File: src/rtl/packer_pkg.sv
`default_nettype none
// ============================================================================
//  Module      : packer_pkg
//  Description : Shared types and defaults for fifo_word_packer. The MSB/LSB
//                defaults must agree with the upstream generic_fifo item width.
//  Revision    : 1.0 - initial release
// ============================================================================
package packer_pkg;

  localparam int DEF_MSB   = 3;
  localparam int DEF_LSB   = 0;
  localparam int DEF_LANES = 4;

  // Packer occupancy: collecting lanes, or presenting a finished word
  typedef enum logic [0:0] {
    FILL = 1'b0,
    HOLD = 1'b1
  } state_e;

  // Counter width able to hold the values 0..lanes inclusive
  function automatic int cnt_w(input int lanes);
    return $clog2(lanes + 1);
  endfunction

endpackage
`default_nettype wire

File: src/rtl/fifo_word_packer.sv
`default_nettype none
// ============================================================================
//  Module      : fifo_word_packer
//  Description : Pops LANES narrow items from a generic_fifo read port and
//                packs them, in pop order, into one wide word offered over a
//                valid/ready handshake. Lane 0 occupies the low bits.
//                Optional macro PACKER_FLUSH_EN adds a flush input that closes
//                a partial word early, plus a word_lanes occupancy output.
//  Revision    : 1.0 - initial release
// ============================================================================
module fifo_word_packer
  import packer_pkg::*;
#(
  parameter int MSB   = DEF_MSB,
  parameter int LSB   = DEF_LSB,
  parameter int LANES = DEF_LANES
) (
  input  logic                             clk,
  input  logic                             reset,
  input  logic                             fifo_empty,
  input  logic [MSB:LSB]                   fifo_out,
  output logic                             read,
  output logic [(MSB-LSB+1)*LANES-1:0]     word,
  output logic                             word_valid,
`ifdef PACKER_FLUSH_EN
  input  logic                             flush,
  output logic [cnt_w(LANES)-1:0]          word_lanes,
`endif
  input  logic                             word_ready
);

  localparam int W  = MSB - LSB + 1;
  localparam int CW = cnt_w(LANES);
  localparam logic [CW-1:0] c_lanes = CW'(LANES);

  state_e          state_q, state_d;
  logic [CW-1:0]   issued_q, issued_d;
  logic [CW-1:0]   received_q, received_d;
  logic            inflight_q;
  logic [W-1:0]    lanes_q [LANES];
  logic [W-1:0]    lanes_d [LANES];
  logic [CW-1:0]   word_lanes_q, word_lanes_d;
  logic            flush_go;
  logic            pop;

`ifdef PACKER_FLUSH_EN
  // A flush only counts once at least one pop has been issued for this word
  assign flush_go   = flush && (state_q == FILL) && (issued_q != '0);
  assign word_lanes = word_lanes_q;
`else
  assign flush_go   = 1'b0;
`endif

  // Pop whenever an item is available and the word still has unrequested lanes;
  // reset gates the request so nothing is popped in the reset cycle.
  assign pop        = !reset && !fifo_empty && (state_q == FILL) &&
                      (issued_q < c_lanes) && !flush_go;
  assign read       = pop;
  assign word_valid = (state_q == HOLD);

  for (genvar g = 0; g < LANES; g++) begin : g_word
    assign word[g*W +: W] = lanes_q[g];
  end

  // Next-state: count pops, land returning data in the next free lane,
  // close the word on the last lane (or a flush) and reopen it on acceptance.
  always_comb begin
    state_d      = state_q;
    issued_d     = issued_q;
    received_d   = received_q;
    lanes_d      = lanes_q;
    word_lanes_d = word_lanes_q;

    if (pop) begin
      issued_d = issued_q + CW'(1);
    end

    // Data popped last cycle is on fifo_out now
    if (inflight_q) begin
      for (int i = 0; i < LANES; i++) begin
        if (received_q == CW'(i)) begin
          lanes_d[i] = fifo_out;
        end
      end
      received_d = received_q + CW'(1);
    end

    case (state_q)
      FILL: begin
        // Flush blocks new pops, so any in-flight item lands on this same edge
        if ((received_d == c_lanes) || flush_go) begin
          state_d      = HOLD;
          word_lanes_d = received_d;
        end
      end
      HOLD: begin
        if (word_ready) begin
          state_d      = FILL;
          issued_d     = '0;
          received_d   = '0;
          word_lanes_d = '0;
          // Cleared so a later short (flushed) word has zero in unused lanes
          for (int i = 0; i < LANES; i++) begin
            lanes_d[i] = '0;
          end
        end
      end
      default: state_d = FILL;
    endcase
  end

  // State register; reset also discards any pop still in flight
  always_ff @(posedge clk) begin
    if (reset) begin
      state_q      <= FILL;
      issued_q     <= '0;
      received_q   <= '0;
      inflight_q   <= 1'b0;
      word_lanes_q <= '0;
      for (int i = 0; i < LANES; i++) begin
        lanes_q[i] <= '0;
      end
    end else begin
      state_q      <= state_d;
      issued_q     <= issued_d;
      received_q   <= received_d;
      inflight_q   <= pop;
      word_lanes_q <= word_lanes_d;
      lanes_q      <= lanes_d;
    end
  end

endmodule
`default_nettype wire
File: config.mk
export PLATFORM = sky130hd
export DESIGN_NAME = fifo_word_packer
export DESIGN_NICKNAME = d
export VERILOG_FILES = /design/src/rtl/packer_pkg.sv /design/src/rtl/fifo_word_packer.sv
export SDC_FILE = /design/constraint.sdc
export NUM_CORES = 1
export LEC_CHECK = 0
export ABC_AREA = 1
export BUFFER_PORTS_ARGS = -buffer_cell sky130_fd_sc_hd__buf_2
export CORE_MARGIN = 1.5
export CORE_UTILIZATION = 47
export DETAILED_ROUTE_END_ITERATION = 16
export PLACE_DENSITY = 0.72
export SYNTH_ARGS = -nofsm -noshare
export SYNTH_HDL_FRONTEND = slang
export SYNTH_SLANG_ARGS = --single-unit
File: constraint.sdc
create_clock -name clk -period 1.4 [get_ports clk]
set_input_delay 0 -clock clk [delete_from_list [all_inputs] [get_ports clk]]
set_output_delay 0 -clock clk [all_outputs]
set_load 0.005 [all_outputs]
* Yosys cells after proc, flatten, opt, wreduce, memory -nomap -nowiden
Cells that the tools add are included.
W data, S select, Z words.
** Word-level totals
- Bits in read-only memories :: 0
- RAM bits :: 0
- Memories kept :: 0
- Bits in latches :: 0
- Flip-flop bits (word level) :: 24
- Input port bits :: 8
- Word-level logic and storage cells :: 38
** Cells by class
- Eq/ne operators :: 4
- Shift-type cells :: 0
- Order comparisons :: 1
- $add $sub $neg :: 2
- Reductions and logical operators :: 6
- Bitwise operators :: 1
- Multiply operators :: 0
- Muxes and demuxes :: 16
- Div/mod/pow operators :: 0
** Operator list (count)
- $mux W16 :: 3
- $mux W3 :: 6
- $mux W4 :: 4
- $add A3 B1 Y3 const B :: 2
- $eq A3 B2 Y1 const B :: 2
- $eq A3 B1 Y1 const B :: 1
- $eq A3 B3 Y1 const B :: 1
- $logic_and A1 B1 Y1 :: 3
- $logic_not A3 Y1 :: 1
- $lt A3 B3 Y1 const B :: 1
- $logic_not A1 Y1 :: 2
- $mux W1 :: 2
- $pmux W1 S2 :: 1
- $not A1 Y1 :: 1

* Depth between registers and ports, before layout
Gate-level depths: netlist of run 1.
- Word-level depth :: 7
- Gate-level depth with buffers :: 7

* Least setup slack after synthesis of run 1
Ideal clock, no wire load.
- Path kind :: register to register
- From :: reg received_q[0]
- To :: reg lanes_q (netlist bit word[12])
- Setup slack :: 0.246 ns
- Arrival time :: 1.038 ns
- Path buffers :: 0
- Cell stages (with the launch flop) :: 7
- Required time :: 1.284 ns
- Setup time :: 0.116 ns
- Clock period less this slack :: 1.154 ns
- Path through :: dfxtp_1 > ha_1 > ha_1 > nand2_1 > inv_1 > o21ai_0 > nor2_1
** Between the ends
- Word-level cells in the longest chain between the ends :: 5
** Ends and longest elaborated chain
- start, declared :: RTL line fifo_word_packer.sv:38 : logic [CW-1:0] received_q, received_d;
- start signal, assigned :: RTL line fifo_word_packer.sv:126 : received_q <= received_d;
- $eq A3 B2 Y1 (*) :: RTL line fifo_word_packer.sv:81 : if (received_q == CW'(i)) begin
- $mux W4 (*) :: RTL line fifo_word_packer.sv:81
- $mux W16 (*) :: RTL line fifo_word_packer.sv:79 : if (inflight_q) begin
- $mux W16 :: RTL line fifo_word_packer.sv:97 : if (word_ready) begin
- $mux W16 (*) :: RTL line fifo_word_packer.sv:88 : case (state_q)
- end signal, assigned :: RTL line fifo_word_packer.sv:129 : lanes_q <= lanes_d;
- end, declared :: RTL line fifo_word_packer.sv:40 : logic [W-1:0] lanes_q [LANES];
Mark *: on every way between the ends. The rest lies on a longest branch, timed or not.
A chain may end at the register's enable or synchronous reset.

* Final worst setup path of run 1
- From :: reg received_q[0]
- To :: reg state_q (netlist: word_valid)
** Between the ends
- Word-level cells in the longest chain between the ends :: 5
** Ends and longest elaborated chain
- $add A3 B1 Y3 :: RTL line fifo_word_packer.sv:85 : received_d = received_q + CW'(1);
- $mux W3 (*) :: RTL line fifo_word_packer.sv:79
- $eq A3 B3 Y1 (*) :: RTL line fifo_word_packer.sv:91 : if ((received_d == c_lanes) || flush_go) begin
- $mux W1 (*) :: RTL line fifo_word_packer.sv:91
- $pmux W1 S2 (*) :: RTL line fifo_word_packer.sv:88
- end signal, assigned :: RTL line fifo_word_packer.sv:124 : state_q <= state_d;
- end, declared :: RTL line fifo_word_packer.sv:36 : state_e state_q, state_d;
Marked as above.

==> out/summary.md, run 1 <==
On the worst path, the slowest cell contributes a delay of 360 ps. Summed over all nets, the switching power comes to 306.6 uW. Setup repair after global routing left no endpoint under its margin. The post-detailed-route via-to-cell ratio was 4.619; the data arrival time of the critical path was 1500 ps.

For the top-level port count, the log shows 26. The floorplan step defined a die boundary enclosing 2399 sq um. Summed over all failing endpoints, the final setup total negative slack is 0 ps. The post-detailed-placement cell area is 1134 sq um, and the worst clock skew on the final layout is 5.547 ps. The netlist area before placement is 993.5 sq um, and the DRC violations left is 0. Relative to the synthesized area, the layout overhead comes to 24.81%.

The routability congestion estimate was 0.7666. Across the VDD grid, the largest voltage drop is 0.7640 mV. For the remaining max-slew budget at the tightest pin, the log shows 70.92%.

During placement, the flow inserted port buffers numbering 25. The critical path is of the reg2reg type. The cell family contributing the most delay on the critical path was adder cells. During synthesis, Yosys emitted a total of 0 warnings. The via total after detailed routing was 836. Detailed placement finished with a half-perimeter wire length of 1.432 mm. The startpoint identified for the worst hold timing path is reset. The shortest period the worst path allows works out to 1258 ps. The die is 48.98 microns tall.

The net switching fraction of the power works out to 22.36%. The tools report the total global routing overflow as 0. The logs give 1650 ps for the required time reported for the critical path endpoint and 169 for the net count reported at finish.

For the count of antenna-violating nets left after detailed routing, the log shows 0. The number of core rows is 16. The tools report the sequential area share after synthesis as 48.36%.

The core area is 1982 sq um, and the count of TritonRoute iterations in the first routing pass is 4. Yosys attributes the largest share of cell area to sky130_fd_sc_hd__dfxtp_1 48%, sky130_fd_sc_hd__inv_1 9.4%, sky130_fd_sc_hd__a21oi_1 7.6%, sky130_fd_sc_hd__ha_1 7.6%, sky130_fd_sc_hd__o21ai_0 7.1%. No sink is reached through more buffers than the 2 on the longest clock path. For the initial antenna violation count, the log shows 0. Cell internal power was estimated by the tool at 1.065 mW. Cells fill 62.56% of the core in the end. TritonCTS built the clock tree. The flip-flop and latch count after synthesis works out to 24. At the pin with the least slew margin, the transition time is 435.2 ps.

The setup-violating endpoint count in the final report is 0, and the cell count of the worst hold path is 4. In the layout the commonest cells are 25 x sky130_fd_sc_hd__inv_1, 25 x sky130_fd_sc_hd__buf_2, 23 x sky130_fd_sc_hd__dfxtp_1, 15 x sky130_fd_sc_hd__nor2_1, 15 x sky130_fd_sc_hd__a21oi_1. The logs give 36.2% for the power share of the clock group and 136 for the number of nets in the synthesized netlist. For the final design area excluding fillers, the log shows 1240 sq um.

The number of buffer and inverter stages on the critical path is 1, and the final routed wirelength across all metal layers is 1.902 mm. The biggest fanout along the worst timing path came out at 4. Per report_power, the sequential group accounts for 53.5% of the total. The clock root buffer was sky130_fd_sc_hd__clkbuf_4. In this run the horizontal extent of the chip is 48.98 microns. The launch point of the worst reg-to-reg path was received_q[0]. The number of endpoints with negative hold slack in the final report was 0; the average footprint of a synthesized cell was 8.143 sq um. The logs give 3.484 mm for the wire length of the first global-routing pass and 0 for the count of final max-slew check failures. The critical path goes through ha_1 > ha_1 > inv_1 > nand2_1 > nand2_1 > nand3_1 > a21oi_1. The worst setup path is captured at a flop. The largest area contributor in the netlist is sky130_fd_sc_hd__dfxtp_1.

The highest achievable clock rate is 0.7949 GHz, and the area fraction of the dominant cell type after synthesis is 48.36%. Global routing used 18.20% of the available tracks across all layers. 0 antenna diodes ended up in the layout. The power per cell area came out at 1106 nW/um^2. The run finished with clean final reports. The cell count after synthesis is 122.

The path with the worst hold slack has its endpoint at issued_q[2]. Share of total power in combinational logic: 10.4%. Hold timing on the final database bottoms out at a slack of 5.260 ps. The count of H-tree levels built during CTS was 1.

Across the run, the number of max-cap violations was 0. The period utilization came out at 89.86%. The number of buffers inserted during clock tree synthesis is 3.

The number of cells on the worst reg-to-reg path is 7. Once the floorplan was initialized, standard cells occupied 50.13% of the core. The share of post-route cells with drive strength above 1 was 23.38%.

Startpoint type of the worst setup path: a flop. The average wire per cell in the routed design was 10.51 microns. The run gives 15 as the post-synthesis cell type count. Entering global routing, the biggest net connects 20 pins. The clock drives 24 sinks.

The total power came out at 1.371 mW. Post-CTS timing repair inserted 0 buffers for setup. The worst hold path belongs to the class in2reg. The slowest stage of the critical path belongs to the cell sky130_fd_sc_hd__dfxtp_2. For the worst-skew pair later-pin latency, the log shows 310 ps.

The terminus of the critical flop-to-flop path is word_valid. For this design the static power due to leakage is 0.5977 nW. For this block, the initial DRC count from the detailed router was 12. For flop-to-flop paths, the worst setup slack is 140 ps. Clock-pin slew was measured on the worst setup and hold paths at 130 ps. The tools report the number of global-route vias before repair as 829.
==> kinds of logic after synthesis <==
group,share of synthesized area [%]
AOI/OAI and AO/OA,18.64
and+or+nand+nor,14.11
buffers and inverters,11.34
DFF,48.36
adders and majority gates,7.556
==> worst min-delay path, delay by kind of cell <==
kind	cells	cell delay (ps)
simple gates	2	120
compound gates	1	50
buf+inv	1	110
==> state kept, by name (all words and copies together) (netlist names) <==
name        flops
inflight_q      1
issued_q        3
received_q      3
word           16
word_valid      1
==> metal layers <==
layer / up-vias / track usage, % / share of wire, % / routed length [microns]
met3: 4 / 3.067 / 4.2 / 79
met4: 0 / 4.286 / 1.0 / 19
met5: - / 0 / 0 / 0
met1: 361 / 21.47 / 46 / 873
li1: 452 / - / - / -
met2: 19 / 34.02 / 49 / 929
==> through the flow <==
stage	setup slack, ps	cells
5_1_grt	27.00	181
4_1_cts	108.3	181
3_5_place_dp	132.0	172
3_3_place_gp	165.1	172
6_report	142.0	181
2_1_floorplan	246.4	122
==> synth_stat cells <==
cell / instances
sky130_fd_sc_hd__nand2_1: 10
sky130_fd_sc_hd__o21ai_0: 14
sky130_fd_sc_hd__nand4_1: 1
sky130_fd_sc_hd__ha_1: 6
sky130_fd_sc_hd__nand3_1: 2
sky130_fd_sc_hd__nand3_2: 3
sky130_fd_sc_hd__nor2_1: 15
sky130_fd_sc_hd__o21ai_1: 3
sky130_fd_sc_hd__buf_4: 1
sky130_fd_sc_hd__a21oi_4: 1
sky130_fd_sc_hd__buf_6: 1
sky130_fd_sc_hd__inv_1: 25
sky130_fd_sc_hd__a21oi_1: 15
sky130_fd_sc_hd__dfxtp_1: 24
sky130_fd_sc_hd__o21ai_2: 1
==> power groups by stage <==
stage / Clock, mW / Sequential, mW / Combinational (mW)
floorplan: 0 / 0.744 / 0.0852
global placement: 0 / 0.746 / 0.126
detailed placement: 0 / 0.748 / 0.133
CTS: 0.506 / 0.733 / 0.144
global route: 0.527 / 0.739 / 0.166
finish: 0.496 / 0.734 / 0.142
==> repair_timing <==
item                                    CTS  global route
endpoints found under the setup margin    0             4
resized for setup                         0             2
hold buffers                              5             0
endpoints found under the hold margin     6             0
==> final cells by class <==
class,count,area (sq um)
fillers,181,742.0
multi-input cells,71,402.9
flip-flops and latches,24,481.7
inverters,25,93.84
clock buffers,3,22.52
well taps,27,33.78
clock inverters,1,30.03
repair buffers,30,175.2
==> worst max path at each step <==
stage,start,to,slack [ps],cells after the start
after floorplan,received_q[0],word[12],250,6
after global placement,received_q[0],word[12],170,6
after detailed placement,received_q[0],word[14],130,6
after CTS,received_q[0],word[14],110,6
after global routing,received_q[0],word_valid,30,7
final,received_q[0],word_valid,140,7
Power figures use the tool's default switching activity.
==> run 2: changes to the inputs <==
==> constraint.sdc (replaced) <==
create_clock -name clk -period 1.55 [get_ports clk]
set_input_delay 0 -clock clk [delete_from_list [all_inputs] [get_ports clk]]
set_output_delay 0 -clock clk [all_outputs]
set_load 0.005 [all_outputs]
==> out/summary.md, run 2 (same netlist as run 1, synthesis figures left out) <==
The required time reported for the critical path endpoint came out at 1770 ps (+120 ps). Maximum number of pins on one net before global-route repair: 20 (unchanged). The number of endpoints with negative hold slack in the final report was 0 (unchanged). The tools report the launch point of the worst reg-to-reg path as received_q[0]. The run gives 3 (unchanged) as the number of buffers inserted during clock tree synthesis.

The initial antenna violation count is 0 (unchanged). In this run the worst hold path is classified as in2reg. The count of input and output buffers is 25 (unchanged).

The top cell types in the final layout, fill and taps aside, are 25 x sky130_fd_sc_hd__inv_1, 25 x sky130_fd_sc_hd__buf_2, 24 x sky130_fd_sc_hd__dfxtp_1, 15 x sky130_fd_sc_hd__nor2_1, 15 x sky130_fd_sc_hd__a21oi_1. TritonCTS built the clock tree. The effective utilization at floorplan was 50.13% (unchanged).

The count of TritonRoute iterations in the first routing pass is 6 (+2). Startpoint type of the worst setup path: a flop. The total global routing overflow came out at 0 (unchanged).

For the pre-CTS setup slack, the log shows 285.4 ps (+153.4 ps). Height of the die: 48.98 microns (unchanged). The worst setup path is of the reg2reg kind. The highest achievable clock rate was 0.7748 GHz (-2.5%); the HPWL after detailed placement was 1.416 mm (-1.2%).

The met2 layer usage reported by global route is 34.02% (unchanged). The wire length of the first global-routing pass was 3.374 mm (-3.2%). The period utilization works out to 83.27% (-6.6 points).

Antenna diode count: 0 (unchanged). The worst hold slack was 6.566 ps (+1.306 ps); the setup-violating endpoint count in the final report was 0 (unchanged). The static leakage power came out at 0.5966 nW (-0.20%). For the worst-skew pair later-pin latency, the log shows 310 ps (about the same).

The logs give 0 (unchanged) for the total of max-cap violations and 259.3 ps (+117.3 ps) for the worst setup margin. The global-route usage over all layers was 17.52% (-0.68 points). The run finished with clean final reports. The die outline area is 2399 sq um (unchanged). The transition at the pin with the smallest max-transition slack is 415.0 ps (-20.23 ps), and the minimum setup slack among reg-to-reg paths is 260 ps (+120 ps). The core area was 1982 sq um (unchanged); the starting DRC count in detailed routing was 19 (+7).

The run gives 0 (unchanged) as the count of final max-slew check failures. The path with the worst hold slack has its endpoint at issued_q[2]. The worst supply voltage drop on vdd is 0.6584 mV (-14%), and the cell depth of the worst flop-to-flop path is 6 (-1). The tools report the total clock sinks as 24 (unchanged). Average wire per cell in the routed design: 10.29 microns (-2.1%).

The run gives 185 (+2.2%) as the layout filler cell count. The share of post-route cells with drive strength above 1 was 22.08% (-1.3 points). The power per cell area is 1002 nW/um^2 (-9.4%). The count of H-tree levels built during CTS is 1 (unchanged). The count of antenna-violating nets left after detailed routing is 0 (unchanged).

The maximum buffer depth of the clock tree is 2 (unchanged). The via total after detailed routing was 835 (-0.12%); the routability congestion estimate was 0.7701 (+0.46%). In this run the critical register-to-register path is captured at word[12]. The met1 usage is 19.65% (-1.8 points), and the top-level port count is 26 (unchanged). Remaining max-slew budget at the tightest pin: 72.27% (+1.4 points). The cell sitting at the root of the clock tree is a sky130_fd_sc_hd__clkbuf_4. Net count reported at finish: 169 (unchanged).

The post-detailed-route via-to-cell ratio was 4.613 (-0.12%). The post-detailed-placement cell area is 1134 sq um (unchanged), and the die width is 48.98 microns (unchanged). The run gives 1.862 mm (-2.1%) as the final routed wirelength across all metal layers.

The final setup TNS was 0 ps (unchanged). The clock input transition at the sequential cells of the worst setup and hold paths is 130 ps (about the same), and the biggest fanout along the worst timing path is 5 (+1). The number of flip-flops under the largest register name was 16 (unchanged); the data arrival time of the critical path was 1510 ps (about the same). The global routing stage identified its most utilized layer as met2. STA classifies the critical path endpoint as a flop.

The DRC violations left came out at 0 (unchanged). The core utilization of the finished layout was 62.37% (-0.19 points); the final design area excluding fillers was 1236 sq um (-0.30%). The met3 demand-to-capacity share in global routing came out at 2.761% (-0.31 points). The startpoint of the lowest-slack hold path is reset. From synthesis to final layout, the design area changed by 24.43%. For the number of global-route vias before repair, the log shows 822 (-0.84%).

The cell count of the worst hold path is 4 (unchanged). Setup repair after global routing left no endpoint under its margin. For the worst clock skew on the final layout, the log shows 2.940 ps (-2.607 ps). The shortest period the worst path allows is 1291 ps (+32.69 ps). The run gives 16 (unchanged) as the number of core rows.
## run 2: cell counts in the layout (fill, tap and decap cells not counted)
No cell type changed its count.
## run 2: worst max-delay path: stages, from the launching register on
cell and delay [ps]:
sky130_fd_sc_hd__dfxtp_1 370, sky130_fd_sc_hd__ha_1 210, sky130_fd_sc_hd__ha_1 170, sky130_fd_sc_hd__nand2_1 140, sky130_fd_sc_hd__inv_1 90, sky130_fd_sc_hd__o21ai_0 160
sky130_fd_sc_hd__nor2_1 60
## run 2: what timing repair did
| action | CTS | global route |
|---|---|---|
| buffers inserted | 0 | 0 |
| hold endpoints to repair | 6 | 0 |
| gates resized for setup | 0 | 0 |
| hold buffers | 5 | 0 |
## run 2: cell type report
cell class | count | area [sq um] | area share, %
repair buffers | 30 | 175.2 | 14.17
clock buffers | 3 | 22.52 | 1.822
well taps | 27 | 33.78 | 2.733
clock inverters | 1 | 30.03 | 2.429
inverters | 25 | 93.84 | 7.591
flip-flops and latches | 24 | 480.5 | 38.87
multi-input cells | 71 | 400.4 | 32.39
## run 2: power by group
part	internal (mW)	switching (mW)
Clock	0.261	0.189
Combinational	0.0560	0.0704
Sequential	0.643	0.0188
Total	0.961	0.278
## run 2: per-layer routing
metal	part of all wire (%)	routed length, microns
met1	45	843
met5	0	0
met2	51	946
met3	3.9	72
met4	0	0
## run 2: worst max-delay path by stage
stage                       start  endpoint  slack [ps]
global route        received_q[0]  word[14]         100
CTS                 received_q[0]  word[12]         260
finish              received_q[0]  word[12]         260
floorplan           received_q[0]  word[12]         400
detailed placement  received_q[0]  word[15]         290
global placement    received_q[0]  word[12]         320
## run 2: metrics by stage
stage	std cells	total power [mW]
detailed placement	172	0.7948
global route	181	1.289
global placement	172	0.7878
CTS	181	1.247
floorplan	122	0.7490
finish	181	1.239
